### config.mk
export PLATFORM = sky130hd
export DESIGN_NAME = npc_fetch_unit
export DESIGN_NICKNAME = d
export VERILOG_FILES = /design/src/rtl/npc_fetch_unit_pkg.sv /design/src/rtl/npc_fetch_unit_target_calc.sv /design/src/rtl/npc_fetch_unit.sv
export SDC_FILE = /design/constraint.sdc
export NUM_CORES = 1
export LEC_CHECK = 0
export ABC_AREA = 1
export BUFFER_PORTS_ARGS = -buffer_cell sky130_fd_sc_hd__buf_2
export CORE_UTILIZATION = 48
export DETAILED_ROUTE_END_ITERATION = 6
export GPL_TIMING_DRIVEN = 0
export PLACE_DENSITY = 0.79
export SETUP_SLACK_MARGIN = 0.5
export SLEW_MARGIN = 30
export SYNTH_ARGS = -nofsm -noshare
export SYNTH_HDL_FRONTEND = slang
export SYNTH_SLANG_ARGS = --single-unit
export TNS_END_PERCENT = 100
### constraint.sdc
create_clock -name clk -period 2 [get_ports clk]
set_clock_uncertainty 0.05 [all_clocks]
set_input_delay 0.2 -clock clk [delete_from_list [all_inputs] [get_ports clk]]
set_output_delay 0.2 -clock clk [all_outputs]
set_load 0.01 [all_outputs]
### src/rtl/npc_fetch_unit_pkg.sv
// Shared definitions for the next-PC fetch unit: npc_op encodings, default
// address vectors and the control-flow decode used by the target calc and top.
package npc_fetch_unit_pkg;

  typedef enum logic [2:0] {
    NPC_PC4    = 3'b000,
    NPC_BRANCH = 3'b001,
    NPC_J      = 3'b010,
    NPC_JR     = 3'b100,
    NPC_ERET   = 3'b101
  } npc_op_e;

  localparam logic [31:0] DEF_RESET_VEC   = 32'h0000_3000;
  localparam logic [31:0] DEF_HANDLER_VEC = 32'h0000_4180;
  localparam logic [31:0] DEF_TEXT_LO     = 32'h0000_3000;
  localparam logic [31:0] DEF_TEXT_HI     = 32'h0000_6ffc;

  typedef struct packed {
    logic taken;     // branch with a true condition
    logic jump;      // J or JR
    logic eret;      // exception return
    logic redirect;  // next fetch leaves the sequential path
    logic xfer_ds;   // opcode that owns a delay slot (taken or not)
  } npc_dec_t;

  // Unlisted opcodes decode to all-zero and therefore behave as PC+4.
  function automatic npc_dec_t decode_op(input logic [2:0] op, input logic branch);
    npc_dec_t d;
    d.taken    = (op == NPC_BRANCH) && branch;
    d.jump     = (op == NPC_J) || (op == NPC_JR);
    d.eret     = (op == NPC_ERET);
    d.redirect = d.taken || d.jump || d.eret;
    d.xfer_ds  = (op == NPC_BRANCH) || d.jump;
    return d;
  endfunction

endpackage

### src/rtl/npc_fetch_unit_target_calc.sv
// Purely combinational next-PC selection: interrupt vector first, then the
// decode-stage control-flow choice. All adds wrap modulo 2^ADDR_W.
module npc_target_calc
  import npc_fetch_unit_pkg::*;
#(
  parameter int                ADDR_W      = 32,
  parameter logic [ADDR_W-1:0] HANDLER_VEC = ADDR_W'(DEF_HANDLER_VEC)
) (
  input  logic              int_req,
  input  logic [2:0]        npc_op,
  input  logic              d_branch,
  input  logic [ADDR_W-1:0] f_pc,
  input  logic [ADDR_W-1:0] d_pc,
  input  logic [15:0]       d_imm16,
  input  logic [25:0]       d_idx26,
  input  logic [ADDR_W-1:0] d_rs,
  input  logic [ADDR_W-1:0] epc,
  output logic [ADDR_W-1:0] npc
);

  logic signed [17:0] br_off;
  logic [ADDR_W-1:0]  seq_pc;
  logic [ADDR_W-1:0]  br_pc;
  logic [ADDR_W-1:0]  j_pc;
  logic [27:0]        j_low;

  assign br_off = {d_imm16, 2'b00};
  assign seq_pc = f_pc + ADDR_W'(4);
  assign br_pc  = d_pc + ADDR_W'(4) + ADDR_W'(br_off);
  assign j_low  = {d_idx26, 2'b00};

  // J keeps the region bits of the D-stage PC above the 28-bit index window.
  if (ADDR_W > 28) begin : g_j_wide
    assign j_pc = {d_pc[ADDR_W-1:28], j_low};
  end else begin : g_j_narrow
    assign j_pc = j_low[ADDR_W-1:0];
  end

  always_comb begin
    npc = seq_pc;
    if (int_req) begin
      npc = HANDLER_VEC;
    end else begin
      case (npc_op)
        NPC_BRANCH: npc = d_branch ? br_pc : seq_pc;
        NPC_J:      npc = j_pc;
        NPC_JR:     npc = d_rs;
        NPC_ERET:   npc = epc;
        default:    npc = seq_pc;
      endcase
    end
  end

endmodule

### src/rtl/npc_fetch_unit.sv
// Fetch PC owner: registers the next PC, tracks delay-slot status and flags bad
// fetch addresses. Optional counters are built when NPC_PERF_CNT_EN is defined.
module npc_fetch_unit
  import npc_fetch_unit_pkg::*;
#(
  parameter int                ADDR_W      = 32,
  parameter logic [ADDR_W-1:0] RESET_VEC   = ADDR_W'(DEF_RESET_VEC),
  parameter logic [ADDR_W-1:0] HANDLER_VEC = ADDR_W'(DEF_HANDLER_VEC),
  parameter logic [ADDR_W-1:0] TEXT_LO     = ADDR_W'(DEF_TEXT_LO),
  parameter logic [ADDR_W-1:0] TEXT_HI     = ADDR_W'(DEF_TEXT_HI),
  parameter bit                DELAY_SLOT  = 1'b1
) (
  input  logic              clk,
  input  logic              reset,
  input  logic              stall,
  input  logic              int_req,
  input  logic [2:0]        npc_op,
  input  logic              d_branch,
  input  logic [ADDR_W-1:0] d_pc,
  input  logic [15:0]       d_imm16,
  input  logic [25:0]       d_idx26,
  input  logic [ADDR_W-1:0] d_rs,
  input  logic [ADDR_W-1:0] epc,
  output logic [ADDR_W-1:0] f_pc,
  output logic              f_isdb,
  output logic              f_flush,
  output logic              d_cleardb,
  output logic              f_adel
`ifdef NPC_PERF_CNT_EN
  ,
  output logic [ADDR_W-1:0] cnt_taken,
  output logic [ADDR_W-1:0] cnt_jump,
  output logic [ADDR_W-1:0] cnt_int
`endif
);

  npc_dec_t          dec;
  logic [ADDR_W-1:0] npc;
  logic              upd;

  assign dec = decode_op(npc_op, d_branch);
  // An interrupt is not an update cycle: it overrides stall and drops the op.
  assign upd = !stall && !int_req;

  npc_target_calc #(
    .ADDR_W      (ADDR_W),
    .HANDLER_VEC (HANDLER_VEC)
  ) u_target (
    .int_req  (int_req),
    .npc_op   (npc_op),
    .d_branch (d_branch),
    .f_pc     (f_pc),
    .d_pc     (d_pc),
    .d_imm16  (d_imm16),
    .d_idx26  (d_idx26),
    .d_rs     (d_rs),
    .epc      (epc),
    .npc      (npc)
  );

  always_ff @(posedge clk) begin
    if (reset) begin
      f_pc   <= RESET_VEC;
      f_isdb <= 1'b0;
    end else if (int_req || !stall) begin
      f_pc   <= npc;
      f_isdb <= DELAY_SLOT && !int_req && dec.xfer_ds;
    end
  end

  // Without a delay slot the already-fetched sequential instruction is wrong-path.
  assign f_flush   = !DELAY_SLOT && upd && dec.redirect;
  assign d_cleardb = !stall && dec.eret;
  assign f_adel    = (|f_pc[1:0]) || (f_pc < TEXT_LO) || (f_pc > TEXT_HI);

`ifdef NPC_PERF_CNT_EN
  always_ff @(posedge clk) begin
    if (reset) begin
      cnt_taken <= '0;
      cnt_jump  <= '0;
      cnt_int   <= '0;
    end else begin
      if (upd && dec.taken) cnt_taken <= cnt_taken + ADDR_W'(1);
      if (upd && dec.jump)  cnt_jump  <= cnt_jump + ADDR_W'(1);
      if (int_req)          cnt_int   <= cnt_int + ADDR_W'(1);
    end
  end
`endif

endmodule

==> flow_results.xml <==
<?xml version="1.0" encoding="UTF-8"?>
<metrics>
  <group name="run_status">
    <metric name="status" unit="">complete, but fails checks</metric>
    <metric name="failed_checks" unit="">setup timing</metric>
  </group>
  <group name="grt">
    <metric name="antenna_found_initial" unit="">0</metric>
    <metric name="first_global_vias" unit="">7196</metric>
    <metric name="wire_length_of_the_first_global_routing_pass" unit="µm">34200</metric>
    <metric name="grtUsageTotal" unit="">0.374</metric>
    <metric name="pin_count_of_the_biggest_net_entering_global_routing" unit="">11</metric>
    <metric name="grt_remaining_overflow" unit="">0</metric>
  </group>
  <group name="die">
    <metric name="floorplan.die.height" unit="µm">110</metric>
    <metric name="floorplan.initialDensity" unit="">0.503</metric>
    <metric name="die_width" unit="µm">110</metric>
    <metric name="pin_count" unit="">182</metric>
    <metric name="design.die.area" unit="µm²">12000</metric>
    <metric name="placeableCoreArea" unit="µm²">11100</metric>
    <metric name="placementRows" unit="">38</metric>
  </group>
  <group name="timing">
    <metric name="setup_repair_after_global_routing_missed_its_margin" unit="">true</metric>
    <metric name="final_period_minus_worst_setup_slack" unit="ns">2.19</metric>
    <metric name="timing.final.ws_setup" unit="ns">-0.192</metric>
    <metric name="tightest_slew" unit="ns">0.683</metric>
    <metric name="finalMaxSlewViolations" unit="">0</metric>
    <metric name="setup_tns" unit="ns">-1.29</metric>
    <metric name="finalCritPeriodShare" unit="">1.10</metric>
    <metric name="fmax" unit="GHz">0.456</metric>
    <metric name="finalHoldViolations" unit="">0</metric>
    <metric name="max_slew_margin" unit="">0.545</metric>
    <metric name="timing.final.setup_violations" unit="">13</metric>
  </group>
  <group name="cts">
    <metric name="cts_tree" unit="">done</metric>
    <metric name="clkSlewWorstSetupHoldPaths" unit="ns">0.06</metric>
    <metric name="cts_buffer_depth" unit="">2</metric>
    <metric name="tritoncts.num_buffers" unit="">5</metric>
    <metric name="clock_insertion_delay_worst_skew" unit="ns">0.28</metric>
    <metric name="cts_root_buffer" unit="">sky130_fd_sc_hd__clkbuf_16</metric>
    <metric name="sinks_on_clock_net" unit="">33</metric>
    <metric name="cts_max_level" unit="">2</metric>
  </group>
  <group name="detailed_routing">
    <metric name="totalWireLength" unit="µm">26300</metric>
    <metric name="detail-route-antenna-nets" unit="">0</metric>
    <metric name="via_per_inst" unit="">6.00</metric>
    <metric name="drc" unit="">0</metric>
    <metric name="routedWlPerCell" unit="µm">19.5</metric>
    <metric name="vias_post_dr" unit="">8079</metric>
    <metric name="detailedRoute.firstPassIterationCount" unit="">6</metric>
    <metric name="dr.first_iter.drc_count" unit="">865</metric>
  </group>
  <group name="finish">
    <metric name="finalNetCount" unit="">1412</metric>
    <metric name="syn_to_final_growth" unit="%">59.5</metric>
    <metric name="antenna-diode-count" unit="">0</metric>
    <metric name="post-route-util" unit="">0.802</metric>
    <metric name="drive_gt1_frac" unit="">0.466</metric>
    <metric name="final_cell_count_no_fill" unit="">1347</metric>
  </group>
  <group name="flow_run">
    <metric name="max_cap_violations" unit="">0</metric>
  </group>
  <group name="logic_synthesis">
    <metric name="synth_cells" unit="">974</metric>
    <metric name="synth_top_area_frac" unit="">0.225</metric>
    <metric name="synth-async-reset-ratio" unit="">0</metric>
    <metric name="synth_cell_types" unit="">46</metric>
    <metric name="avgSynthCellArea" unit="µm²">5.72</metric>
    <metric name="synth_common_cells" unit="">334 x sky130_fd_sc_hd__nand2_1, 145 x sky130_fd_sc_hd__inv_1, 97 x sky130_fd_sc_hd__nand3_1, 69 x sky130_fd_sc_hd__a21oi_1, 58 x sky130_fd_sc_hd__ha_1</metric>
    <metric name="netlist_area" unit="µm²">5570</metric>
    <metric name="synth-main-ff-cell" unit="">sky130_fd_sc_hd__dfxtp_1</metric>
    <metric name="yosysWarnings" unit="">0</metric>
    <metric name="synthesis.nets" unit="">1179</metric>
    <metric name="leading_cell_type_by_number_of_instances_after_synthesis" unit="">sky130_fd_sc_hd__nand2_1</metric>
    <metric name="post-synth-top-area-cell" unit="">sky130_fd_sc_hd__nand2_1</metric>
    <metric name="synth_enable_flop_cells" unit="">0</metric>
    <metric name="synth-seq-area-share" unit="">0.119</metric>
    <metric name="synth.area.top_cells" unit="">sky130_fd_sc_hd__nand2_1 23%, sky130_fd_sc_hd__ha_1 13%, sky130_fd_sc_hd__dfxtp_1 12%</metric>
    <metric name="synth_seq_cells" unit="">33</metric>
  </group>
  <group name="setup_path">
    <metric name="cp_data_required_time" unit="ns">2.15</metric>
    <metric name="cp.arrival" unit="ns">2.34</metric>
    <metric name="cp_launch_type" unit="">input pin</metric>
    <metric name="critical_path_peak_fanout" unit="">4</metric>
    <metric name="r2r_slack" unit="ns">0.05</metric>
    <metric name="critical_path.reg2reg.endpoint" unit="">f_pc[15]</metric>
    <metric name="r2r_cells" unit="">8</metric>
    <metric name="crit_path_end_kind" unit="">register</metric>
    <metric name="worstSetupPathType" unit="">in2reg</metric>
    <metric name="crit_end" unit="">f_pc[9]</metric>
    <metric name="startpoint" unit="">d_pc[2]</metric>
    <metric name="critical_path.reg2reg.startpoint" unit="">f_pc[8]</metric>
  </group>
  <group name="hold_path">
    <metric name="hold_class" unit="">in2reg</metric>
    <metric name="worst_hold_path.num_cells" unit="">4</metric>
  </group>
  <group name="power">
    <metric name="leakage_power" unit="nW">4.31</metric>
    <metric name="power.density_cell_area" unit="nW/µm²">440</metric>
    <metric name="irDropWorstVdd" unit="µV">353</metric>
  </group>
  <group name="placement">
    <metric name="place.detailed.hpwl" unit="µm">17400</metric>
    <metric name="cell_count_post_placement" unit="">1294</metric>
    <metric name="portBuffers" unit="">180</metric>
    <metric name="gp_congestion" unit="">0.993</metric>
  </group>
</metrics>
-- per-stage QoR --
step | area [µm²] | hold slack, ns | setup WS [ns] | power (mW)
final | 8880 | 0.211 | -0.192 | 3.91
after detailed placement | 7360 | 0.407 | -0.605 | 2.35
after global placement | 7360 | 0.403 | -0.558 | 2.33
after CTS | 8220 | 0.200 | 0.0996 | 3.47
after floorplan | 6280 | 0.311 | 0.0865 | 1.84
after global routing | 8880 | 0.232 | -0.212 | 4.07
-- sequential cells by signal (all words and copies together), names as in the netlist --
name / count
f_pc: 32
f_isdb: 1
-- kinds of logic (layout without fill, tap and decap cells) --
| group | count (synthesis) | in the layout | synth area share |
|---|---|---|---|
| other | 1 | 1 | 0.000673 |
| AO/OA/AOI/OAI | 134 | 134 | 0.154 |
| adder cells (fa/ha/maj) | 59 | 59 | 0.134 |
| XOR/XNOR | 17 | 17 | 0.0267 |
| flip-flops | 33 | 33 | 0.119 |
| AND/OR/NAND/NOR | 554 | 554 | 0.443 |
| buffers and inverters | 176 | 409 | 0.123 |
-- worst max-delay path, stage by stage --
cell                       delay, ns
sky130_fd_sc_hd__buf_2          0.11
sky130_fd_sc_hd__inv_2          0.06
sky130_fd_sc_hd__ha_4           0.18
sky130_fd_sc_hd__inv_4          0.07
sky130_fd_sc_hd__ha_4           0.13
sky130_fd_sc_hd__inv_2          0.04
sky130_fd_sc_hd__fa_2           0.37
sky130_fd_sc_hd__inv_2          0.09
sky130_fd_sc_hd__nand3_2        0.11
sky130_fd_sc_hd__nand3_4        0.14
sky130_fd_sc_hd__nand2_4        0.07
sky130_fd_sc_hd__nand2_4        0.10
sky130_fd_sc_hd__buf_6          0.11
sky130_fd_sc_hd__xnor2_2        0.07
sky130_fd_sc_hd__o221ai_2       0.15
sky130_fd_sc_hd__nand2_1        0.12
sky130_fd_sc_hd__a21oi_1        0.21
-- area by class of cell --
class,instances,area (µm²)
multi-input cells,765,5800
fillers,786,2190
repair buffers,226,1340
flip-flops and latches,33,693
inverters,153,584
well taps,140,175
clock buffers,5,125
plain buffers,23,125
clock inverters,2,35.0
-- placed cells by master (no fill, tap or decap), types with 7 or more instances in the layout --
cell                       netlist  final
sky130_fd_sc_hd__nand4_1        14     14
sky130_fd_sc_hd__nand3_1        97     54
sky130_fd_sc_hd__a21oi_2         4     22
sky130_fd_sc_hd__nor2_1         57     36
sky130_fd_sc_hd__a22o_1         22     22
sky130_fd_sc_hd__a21oi_1        69     49
sky130_fd_sc_hd__dfxtp_1        33     19
sky130_fd_sc_hd__xor2_1          9      9
sky130_fd_sc_hd__buf_6           0     13
sky130_fd_sc_hd__buf_4           3     40
sky130_fd_sc_hd__dfxtp_2         0      8
sky130_fd_sc_hd__inv_2           7     27
sky130_fd_sc_hd__buf_2          11    183
sky130_fd_sc_hd__nand3_2         2     37
sky130_fd_sc_hd__ha_4            0     53
sky130_fd_sc_hd__nand2_2         4     54
sky130_fd_sc_hd__nand2_1       334    262
sky130_fd_sc_hd__nor2_4          3     16
sky130_fd_sc_hd__nor2_2          7     15
sky130_fd_sc_hd__clkbuf_1        8      7
sky130_fd_sc_hd__inv_1         145    121
sky130_fd_sc_hd__nand3_4         1      9
sky130_fd_sc_hd__nor3_2         12     12
sky130_fd_sc_hd__nand2_4         0     21
-- power breakdown --
group	total (mW)	internal, mW	switching, mW
logic	2.31	0.992	1.32
clock network	0.872	0.578	0.294
registers	0.721	0.679	0.0425
-- metal layers --
layer,track usage,vias up,wire [µm]
li1,-,3663,-
met4,0.145,0,1840
met5,0,-,0
met1,0.454,3643,9670
met3,0.0611,167,2670
met2,0.658,606,12100
-- what timing repair did --
action / CTS / global route
hold buffers: 0 / 0
endpoints found under the setup margin: 30 / 34
buffers inserted: 26 / 19
cloned: 1 / 0
gates resized for setup: 127 / 143
pin swaps: 58 / 82
-- worst min path at each step --
stage                         from       end  slack (ns)
final                        stall   f_pc[0]        0.21
after global routing         stall   f_pc[0]        0.23
after CTS                 d_rs[12]  f_pc[12]        0.20
after detailed placement    f_isdb    f_isdb        0.41
after global placement      f_isdb    f_isdb        0.40
after floorplan            int_req   f_pc[7]        0.31
Power figures use the tool's default switching activity.
